==> config.mk <==
export PLATFORM = sky130hd
export DESIGN_NAME = wormhole_out_lock
export DESIGN_NICKNAME = d
export VERILOG_FILES = /design/src/rtl/wormhole_out_lock.sv
export SDC_FILE = /design/constraint.sdc
export NUM_CORES = 1
export LEC_CHECK = 0
export ABC_AREA = 1
export CORE_MARGIN = 1.5
export CORE_UTILIZATION = 33
export CTS_CLUSTER_DIAMETER = 60
export DETAILED_ROUTE_END_ITERATION = 10
export PLACE_DENSITY = 0.79
export SLEW_MARGIN = 25
export SYNTH_ARGS = -nofsm -noshare
export SYNTH_HDL_FRONTEND = slang
export SYNTH_SLANG_ARGS = --single-unit
==> constraint.sdc <==
create_clock -name clk -period 3.3 [get_ports clk]
set_input_delay 0.66 -clock clk [delete_from_list [all_inputs] [get_ports clk]]
set_output_delay 0.66 -clock clk [all_outputs]
set_load 0.1 [all_outputs]
==> src/rtl/wormhole_out_lock.sv <==
// ---------------------------------------------------------------------------
// wormhole_out_lock
//
// Output-port stage of a wormhole router. There is one instance per output
// port, and it sits directly downstream of that port's round-robin arbiter.
//
// Operation:
//   - Only head flits (HEAD or HEAD_TAIL) raise a request to the arbiter.
//   - The input that wins the grant is locked for the whole packet, from its
//     head flit through its tail flit.
//   - Every accepted flit is pushed into a 1-entry output register.
//   - The arbiter update strobe fires once per packet, on the head, so the
//     arbiter priority rotates only on packet boundaries.
//
// Ports:
//   clk           clock, all state updates on the rising edge
//   arst_n        asynchronous active-low reset
//   in_valid_i    per-input flit valid                       [N]
//   in_flit_i     per-input flit, input i at [i*FW +: FW]     [N*FW]
//   in_ready_o    per-input ready, at most one bit set        [N]
//   arb_req_o     head-flit requests to the arbiter           [N]
//   arb_grant_i   one-hot combinational grant from arbiter    [N]
//   arb_update_o  arbiter priority-update strobe
//   out_valid_o   output flit valid
//   out_flit_o    output flit                                 [FW]
//   out_ready_i   downstream ready
//   lock_o        current packet owner, one-hot, 0 when idle  [N]
//   err_o         sticky protocol-error flag
// ---------------------------------------------------------------------------
module wormhole_out_lock #(
  parameter int N_OF_INPUTS = 4,
  parameter int FLIT_DATA_W = 32
) (
  input  logic                                    clk,
  input  logic                                    arst_n,
  input  logic [N_OF_INPUTS-1:0]                  in_valid_i,
  input  logic [N_OF_INPUTS*(FLIT_DATA_W+2)-1:0]  in_flit_i,
  output logic [N_OF_INPUTS-1:0]                  in_ready_o,
  output logic [N_OF_INPUTS-1:0]                  arb_req_o,
  input  logic [N_OF_INPUTS-1:0]                  arb_grant_i,
  output logic                                    arb_update_o,
  output logic                                    out_valid_o,
  output logic [FLIT_DATA_W+1:0]                  out_flit_o,
  input  logic                                    out_ready_i,
  output logic [N_OF_INPUTS-1:0]                  lock_o,
  output logic                                    err_o
);

  localparam int N  = N_OF_INPUTS;
  localparam int FW = FLIT_DATA_W + 2;

  localparam logic [0:0] IDLE   = 1'b0;
  localparam logic [0:0] LOCKED = 1'b1;

  localparam logic [1:0] TYPE_HEAD      = 2'b00;
  localparam logic [1:0] TYPE_BODY      = 2'b01;
  localparam logic [1:0] TYPE_TAIL      = 2'b10;
  localparam logic [1:0] TYPE_HEAD_TAIL = 2'b11;

  logic [0:0]    state_ff, state_nxt;
  logic [N-1:0]  lock_ff, lock_nxt;
  logic          out_valid_ff;
  logic [FW-1:0] out_flit_ff;
  logic          err_ff;

  logic          accept;
  logic [N-1:0]  is_head;
  logic [N-1:0]  sel;
  logic [N-1:0]  xfer;
  logic          fire;
  logic [FW-1:0] mux_flit;
  logic [1:0]    mux_type;
  logic          err_set;

  // Request generation, grant qualification and handshake steering.
  // The output register can take a new flit when it is empty or is being
  // drained this cycle. xfer marks the single input whose flit moves this
  // cycle. Because of that, the flit mux below is a plain one-hot OR.
  always_comb begin
    accept       = !out_valid_ff | out_ready_i;
    arb_req_o    = '0;
    in_ready_o   = '0;
    arb_update_o = 1'b0;
    sel          = '0;
    err_set      = 1'b0;
    state_nxt    = state_ff;
    lock_nxt     = lock_ff;
    mux_flit     = '0;

    for (int i = 0; i < N; i++) begin
      is_head[i] = (in_flit_i[i*FW + FW-2 +: 2] == TYPE_HEAD) ||
                   (in_flit_i[i*FW + FW-2 +: 2] == TYPE_HEAD_TAIL);
    end

    if (state_ff == IDLE) begin
      arb_req_o = in_valid_i & is_head;
      sel       = arb_grant_i & arb_req_o;
      if ($onehot(sel)) begin
        if (accept) begin
          in_ready_o   = sel;
          arb_update_o = 1'b1;
        end
      end else if (|arb_req_o) begin
        err_set = 1'b1;
      end
    end else begin
      in_ready_o = lock_ff & {N{accept}};
    end

    xfer = in_ready_o & in_valid_i;
    fire = |xfer;
    for (int i = 0; i < N; i++) begin
      if (xfer[i]) begin
        mux_flit = mux_flit | in_flit_i[i*FW +: FW];
      end
    end
    mux_type = mux_flit[FW-1 -: 2];

    // Packet framing. A HEAD takes the lock and a TAIL releases it.
    // A head flit that arrives from the owner of a locked packet is still
    // forwarded, but it is flagged as a protocol error.
    if (fire) begin
      if (state_ff == IDLE) begin
        if (mux_type == TYPE_HEAD) begin
          state_nxt = LOCKED;
          lock_nxt  = xfer;
        end
      end else begin
        case (mux_type)
          TYPE_TAIL: begin
            state_nxt = IDLE;
            lock_nxt  = '0;
          end
          TYPE_HEAD, TYPE_HEAD_TAIL: err_set = 1'b1;
          TYPE_BODY: ;
          default: ;
        endcase
      end
    end
  end

  // State, lock owner, output register and the sticky error flag.
  // The output register loads whenever a handshake happens. Otherwise it
  // empties when downstream takes the flit. The flit payload is held
  // between loads.
  always_ff @(posedge clk or negedge arst_n) begin
    if (!arst_n) begin
      state_ff     <= IDLE;
      lock_ff      <= '0;
      out_valid_ff <= 1'b0;
      out_flit_ff  <= '0;
      err_ff       <= 1'b0;
    end else begin
      state_ff <= state_nxt;
      lock_ff  <= lock_nxt;
      if (fire) begin
        out_valid_ff <= 1'b1;
        out_flit_ff  <= mux_flit;
      end else if (out_ready_i) begin
        out_valid_ff <= 1'b0;
      end
      if (err_set) begin
        err_ff <= 1'b1;
      end
    end
  end

  assign out_valid_o = out_valid_ff;
  assign out_flit_o  = out_flit_ff;
  assign lock_o      = lock_ff;
  assign err_o       = err_ff;

endmodule
==> impl_results.md, run 1 <==
* Status: finished, violations left
* Failing checks: setup timing
* Pre-CTS WS at -1.168 ns
* Inst Count DP at 792
* Hold WC Path Type: input pin to async pin
* Startpoint Class: input pin
* H-Tree Depth at 2
* Clock Tree Root: clkbuf_8
* Gpl congestion at 0.9122
* Most common cell after layout, fill and taps aside: nand2_1
* Total track usage at 23.55%
* Slew headroom at 63.04%
* Largest fanout on the critical path at 3
* Switch Pwr at 2473 uW
* Finish-stage setup viols at 12
* Pwr Total at 4060 uW
* Initial Util at 34.50%
* Clk_lat worst skew at 0.29 ns
* Wire per inst at 14.22 um
* Post-detail-place hpwl at 7958 um
* Initial antenna violation count at 0
* Cells after Synth at 471
* Final hold violation count at 0
* Buffers from clock root to sink, at most at 2
* Vias in the first global route at 3596
* Share of cells above drive strength 1 at 26.64%
* GR Overflow Total at 0
* Synthesized net count at 624
* Clock-pin slew on the worst setup and hold paths at 0.08 ns
* Nets at 870
* Core area at 8341 um2
* Slew Limit Fails at 0
* Pin count of the biggest net entering global routing at 42
* Fmax at 272.7 MHz
* Die area at 9290 um2
* Initial drt markers at 151
* DRT Pass-1 Iters at 4
* Worst EP arrival at 3.01 ns
* Worst Slack Setup Final at -0.3665 ns
* Post-route insts no fill at 822
* Post-DRT Antenna Nets at 0
* Critical Path Sink Type: primary output
* Die extent in y at 96.39 um
* RSZ-0062 raised after global routing: true
* PortBufs at 195
* Pwr per Cell Area at 702.3 nW/um2
* Yosys cell types at 21
* Fin crit share at 111.1%
* Max Cap Violations at 0
* Leakage power at 0.003042 uW
* Switch share at 60.90%
* Slew @ Worst Pin at 0.5544 ns
* Yosys warns at 0
* Ports at 196
* Chip width at 96.39 um
* Syn-to-layout area delta at 100.9%
* Int Pwr at 1588 uW
* DR vias at 3877
* CTS tree: done
* Critical path class: input pin to primary output
* Syn_area_per_cell at 6.110 um2
* Mapped Area at 2878 um2
* CTS buffer count at 5
* Comb power frac at 70.8%
* Clk_skew at 0.002734 ns
* Drt drc at 0
* Rows at 33
* Drt total wl at 11690 um
* Clock power share at 7.9%
* Synthesis-stage register bit count at 41
* Sequential-to-total area share from yosys stat at 35.65%
* Via density per instance at 4.717
* Peak supply drop at 522.5 uV
* Reg power frac at 21.3%
* CP Data Required Time at 2.64 ns
* Setup TNS at -3.312 ns
* # clock sinks at 41
* Fin crit period at 3.666 ns
* First-pass GRT wire length at 16460 um
* Ant diodes at 0
* Commonest non-fill, non-tap cells in the layout: nand2_1, clkdlybuf4s50_1, buf_4
[state kept, by name (all words and copies together) (netlist names)]
signal       count
out_flit_o      34
lock_o           4
err_o            1
out_valid_o      1
state_ff         1
[kinds of logic (layout without fill, tap and decap cells)]
| kind of cell | after synthesis | in the layout | synth area share [%] |
|---|---|---|---|
| AOI/OAI and AO/OA | 10 | 10 | 2.130 |
| DFF | 41 | 41 | 35.65 |
| adders and majority gates | 6 | 6 | 2.870 |
| and+or+nand+nor | 365 | 365 | 51.00 |
| buffers and inverters | 49 | 295 | 8.348 |
[worst max-delay path: stages]
cell and delay (ns):
buf_12 0.10, inv_8 0.03, nand2_4 0.05, nand3_4 0.08, nor2_4 0.12, inv_2 0.05, fa_1 0.51, inv_1 0.05
ha_2 0.19, ha_4 0.21, inv_2 0.06, nand2_2 0.06, nor2_2 0.11, nand2_2 0.11, inv_8 0.10, buf_6 0.12
nand2_8 0.07, nand2_8 0.06, buf_6 0.11, buf_12 0.16
[power by group through the flow]
stage          logic, uW  registers (uW)  clock network, uW
3_3_place_gp        2740             856                  0
3_5_place_dp        2770             867                  0
5_1_grt             2980             889                357
6_report            2870             865                322
2_1_floorplan        498            2350                  0
4_1_cts             2810             861                337
[cells in the mapped netlist (all sizes together)]
cell type	count	share of area (%)
a21oi	1	0.30
a31oi	1	0.22
buf	17	4.1
clkbuf	3	0.39
dfrtp	41	36
fa	1	0.70
ha	5	2.2
inv	29	3.9
nand2	272	37
nand3	43	7.5
nand3b	1	0.26
nand4	1	0.22
nor2	48	6.3
o21ai	7	1.2
o21bai	1	0.39
[per-stage QoR]
| step | utilization (%) | cell area (um2) | hold WS (ns) |
|---|---|---|---|
| 2_1_floorplan | - | 3023 | 0.3644 |
| 3_3_place_gp | 63.53 | 5299 | 0.4566 |
| 3_5_place_dp | 63.53 | 5299 | 0.4596 |
| 4_1_cts | 67.24 | 5608 | 0.4798 |
| 5_1_grt | 69.32 | 5782 | 0.3914 |
| 6_report | 69.32 | 5782 | 0.3476 |
[layout make-up]
class	instances	area, um2
tap	105	131.4
clock inverter	1	8.758
clock buffer	6	72.57
inverter	29	133.9
multi-input combinational	381	1883
sequential	41	1026
timing repair buffer	259	2526
fill	646	2559
[repair_timing]
action                                  CTS  global route
pin swaps                                17            22
endpoints found under the setup margin   46            47
gates resized for setup                  71            39
setup buffers                            19             4
endpoints found under the hold margin     0             0
hold buffers                              0             0
[layer usage]
metal  routed length [um]  global-route usage [%]  part of all wire [%]  up-vias
li1                     -                       -                     -     1920
met1                 4450                   24.82                    38     1748
met3                  930                   5.790                   8.0       34
met4                  365                   7.850                   3.1        0
met2                 5944                   45.31                    51      175
met5                    0                       0                     0        -
[path summary, 6_finish.rpt]
check	cells past startpoint	slack, ns	startpoint	end
min in group clk	2	0.48	out_flit_o[3]	out_flit_o[3]
worst min-delay path	1	0.35	arst_n	err_o
worst min register to register	2	0.48	out_flit_o[3]	out_flit_o[3]
worst max register to register	17	0.83	state_ff	lock_o[2]
max in group asynchronous	1	2.57	arst_n	out_flit_o[33]
worst max-delay path	20	-0.37	in_flit_i[33]	in_ready_o[2]
Note: power is estimated with default switching activity, not from simulation.
==> run 2: changes to the inputs <==
--- a/config.mk
+++ b/config.mk
@@ -10,7 +10,7 @@
 export CORE_UTILIZATION = 33
 export CTS_CLUSTER_DIAMETER = 60
 export DETAILED_ROUTE_END_ITERATION = 10
-export PLACE_DENSITY = 0.79
+export PLACE_DENSITY_LB_ADDON = 0.08
 export SLEW_MARGIN = 25
 export SYNTH_ARGS = -nofsm -noshare
 export SYNTH_HDL_FRONTEND = slang
==> run 2 against run 1 <==
  * The flow still finishes with violations (setup timing)
  * Largest cell class unchanged
  * Global-route usage is 0.24 points higher
  * Via count is 0.75% lower
  * Clock-buffer cell count is 1 lower
==> impl_results.md, run 2 (same netlist as run 1, synthesis figures left out) <==
* DR vias at 3848 (was 3877)
* Critical Path Sink Type: primary output (unchanged)
* Post-DRT Antenna Nets at 0 (unchanged)
* Largest fanout on the critical path at 4 (was 3)
* Initial drt markers at 124 (was 151)
* Die extent in y at 96.39 um (unchanged)
* Clock-pin slew on the worst setup and hold paths at 0.09 ns (was 0.08 ns)
* Max Cap Violations at 0 (unchanged)
* Clk_lat worst skew at 0.30 ns (was 0.29 ns)
* GR met1 Demand/Resource at 25.43% (was 24.82%)
* Critical path class: input pin to primary output (unchanged)
* Drt total wl at 11350 um (was 11690 um)
* Inst Count DP at 793 (was 792)
* Rows at 33 (unchanged)
* Slew Limit Fails at 0 (unchanged)
* Gpl congestion at 0.9177 (was 0.9122)
* RSZ-0062 raised after global routing: true (unchanged)
* Status: finished, violations left (unchanged)
* Clk_skew at 0.005144 ns (was 0.002734 ns)
* Buffers from clock root to sink, at most at 2 (unchanged)
* Clock Tree Root: clkbuf_8 (unchanged)
* Fin crit period at 3.645 ns (was 3.666 ns)
* Core area at 8341 um2 (unchanged)
* Startpoint Class: input pin (unchanged)
* Total track usage at 23.79% (was 23.55%)
* Hold WC Path Type: input pin to async pin (unchanged)
* DRT Pass-1 Iters at 4 (unchanged)
* Finished Cell Area at 5734 um2 (was 5782 um2)
* Finish-stage setup viols at 12 (unchanged)
* Max FFs per register at 34 (unchanged)
* Leakage power at 0.003052 uW (was 0.003042 uW)
* Ant diodes at 0 (unchanged)
* Via density per instance at 4.659 (was 4.717)
* Drt drc at 0 (unchanged)
* Chip width at 96.39 um (unchanged)
* Failing checks: setup timing (unchanged)
* Worst Slack Setup Final at -0.3447 ns (was -0.3665 ns)
* GR Overflow Total at 0 (unchanged)
* Worst EP arrival at 2.98 ns (was 3.01 ns)
* Pwr Total at 4133 uW (was 4060 uW)
* Post-detail-place hpwl at 8291 um (was 7958 um)
* Pwr per Cell Area at 720.7 nW/um2 (was 702.3 nW/um2)
* GR peak layer: met2 (unchanged)
* Vias in the first global route at 3689 (was 3596)
* Hold_buf cts at 0 (unchanged)
* Ports at 196 (unchanged)
* Peak supply drop at 499.1 uV (was 522.5 uV)
* Nets at 873 (was 870)
* Commonest non-fill, non-tap cells in the layout: nand2_1, clkdlybuf4s50_1, buf_4 (unchanged)
* CTS tree: done (unchanged)
* Met3 Use GR at 5.634% (was 5.790%)
* Share of cells above drive strength 1 at 26.77% (was 26.64%)
* Reg2reg start: state_ff (unchanged)
* Slew headroom at 64.45% (was 63.04%)
* Layout Utilization at 68.75% (was 69.32%)
* R2R setup slack at 1.00 ns (was 0.83 ns)
* CTS buffer count at 5 (unchanged)
* Fmax at 274.4 MHz (was 272.7 MHz)
* Met2 Track Usage GR at 44.72% (was 45.31%)
* Dpl cell area at 5294 um2 (was 5299 um2)
* First-pass GRT wire length at 16790 um (was 16460 um)
* CP Data Required Time at 2.64 ns (about the same)
* Post-route insts no fill at 826 (was 822)
* Die area at 9290 um2 (unchanged)
* Slew @ Worst Pin at 0.5332 ns (was 0.5544 ns)
* # clock sinks at 41 (unchanged)
* Syn-to-layout area delta at 99.26% (was 100.9%)
* Pre-CTS WS at -1.148 ns (was -1.168 ns)
* Wire per inst at 13.75 um (was 14.22 um)
* PortBufs at 195 (unchanged)
* Pin count of the biggest net entering global routing at 42 (unchanged)
* Most common cell after layout, fill and taps aside: nand2_1 (unchanged)
* R2R depth at 16 (was 17)
* Fin crit share at 110.4% (was 111.1%)
* FF-to-FF End: lock_o[3] (was lock_o[2])
* H-Tree Depth at 2 (unchanged)
* Initial antenna violation count at 0 (unchanged)
* Initial Util at 34.50% (unchanged)
* Final hold violation count at 0 (unchanged)
run 2: cell types whose count changed in the layout (fill, tap and decap cells not counted), moves of 2 or more:
| cell | previous run | this run |
|---|---|---|
| inv_2 | 12 | 14 |
| nand2_4 | 8 | 5 |
| inv_4 | 4 | 2 |
| nor2_1 | 39 | 42 |
| nor2_4 | 6 | 3 |
| o21ai_4 | 2 | 0 |
| o21ai_2 | 1 | 5 |
| buf_4 | 90 | 97 |
| nand2_2 | 11 | 14 |
| buf_8 | 3 | 1 |
run 2: timing repair:
item                       in CTS  in global routing
setup buffers                  23                  2
gates resized for setup        71                 20
pin swaps                      16                  8
setup endpoints to repair      46                 45
run 2: worst max path at each step:
stage                   start       endpoint  slack, ns  cells past startpoint
2_1_floorplan   in_flit_i[33]      lock_o[0]      -0.66                     26
3_5_place_dp    in_flit_i[33]      lock_o[0]      -1.15                     28
6_report        in_flit_i[32]  in_ready_o[2]      -0.34                     20
5_1_grt         in_flit_i[32]  in_ready_o[1]      -0.43                     20
4_1_cts        in_flit_i[134]  in_ready_o[2]      -0.31                     19
3_3_place_gp    in_flit_i[33]      lock_o[0]      -0.99                     28
run 2: critical path, stage by stage:
cell and delay [ns]:
buf_8 0.09, inv_4 0.03, nand2_4 0.06, nand3_4 0.08
nor2_4 0.12, inv_2 0.05, fa_1 0.52, inv_1 0.05
ha_2 0.19, ha_4 0.21, inv_2 0.05, nand2_1 0.04
nor2_1 0.13, nand2_2 0.13, inv_8 0.08, buf_6 0.10
nand2_8 0.05, nand2_8 0.05, buf_6 0.11, buf_12 0.16
run 2: per-stage QoR:
step           setup TNS (ns)  hold WS [ns]
3_5_place_dp           -38.62        0.4598
2_1_floorplan          -13.17        0.3644
6_report               -2.999        0.3138
5_1_grt                -6.021        0.3764
4_1_cts                -2.041        0.4813
3_3_place_gp           -33.58        0.4545
run 2: layout make-up:
cell class                      instances  area [um2]
Tap cell                              105       131.4
Timing Repair Buffer                  262        2516
Clock buffer                            5       68.82
Sequential cell                        41        1026
Inverter                               29       128.9
Clock inverter                          3       43.79
Fill cell                             717        2606
Multi-Input combinational cell        381        1819
run 2: layer usage:
metal | vias to the layer above | share of wire, %
met5 | - | 0
met4 | 0 | 2.8
met3 | 25 | 7.8
met2 | 166 | 52
met1 | 1730 | 37
li1 | 1927 | -
run 2: where the power goes:
part	leakage [uW]	internal (uW)	switching (uW)
clock	0.0000585	227	193
sequential	0.000521	716	144
combinational	0.00247	715	2140
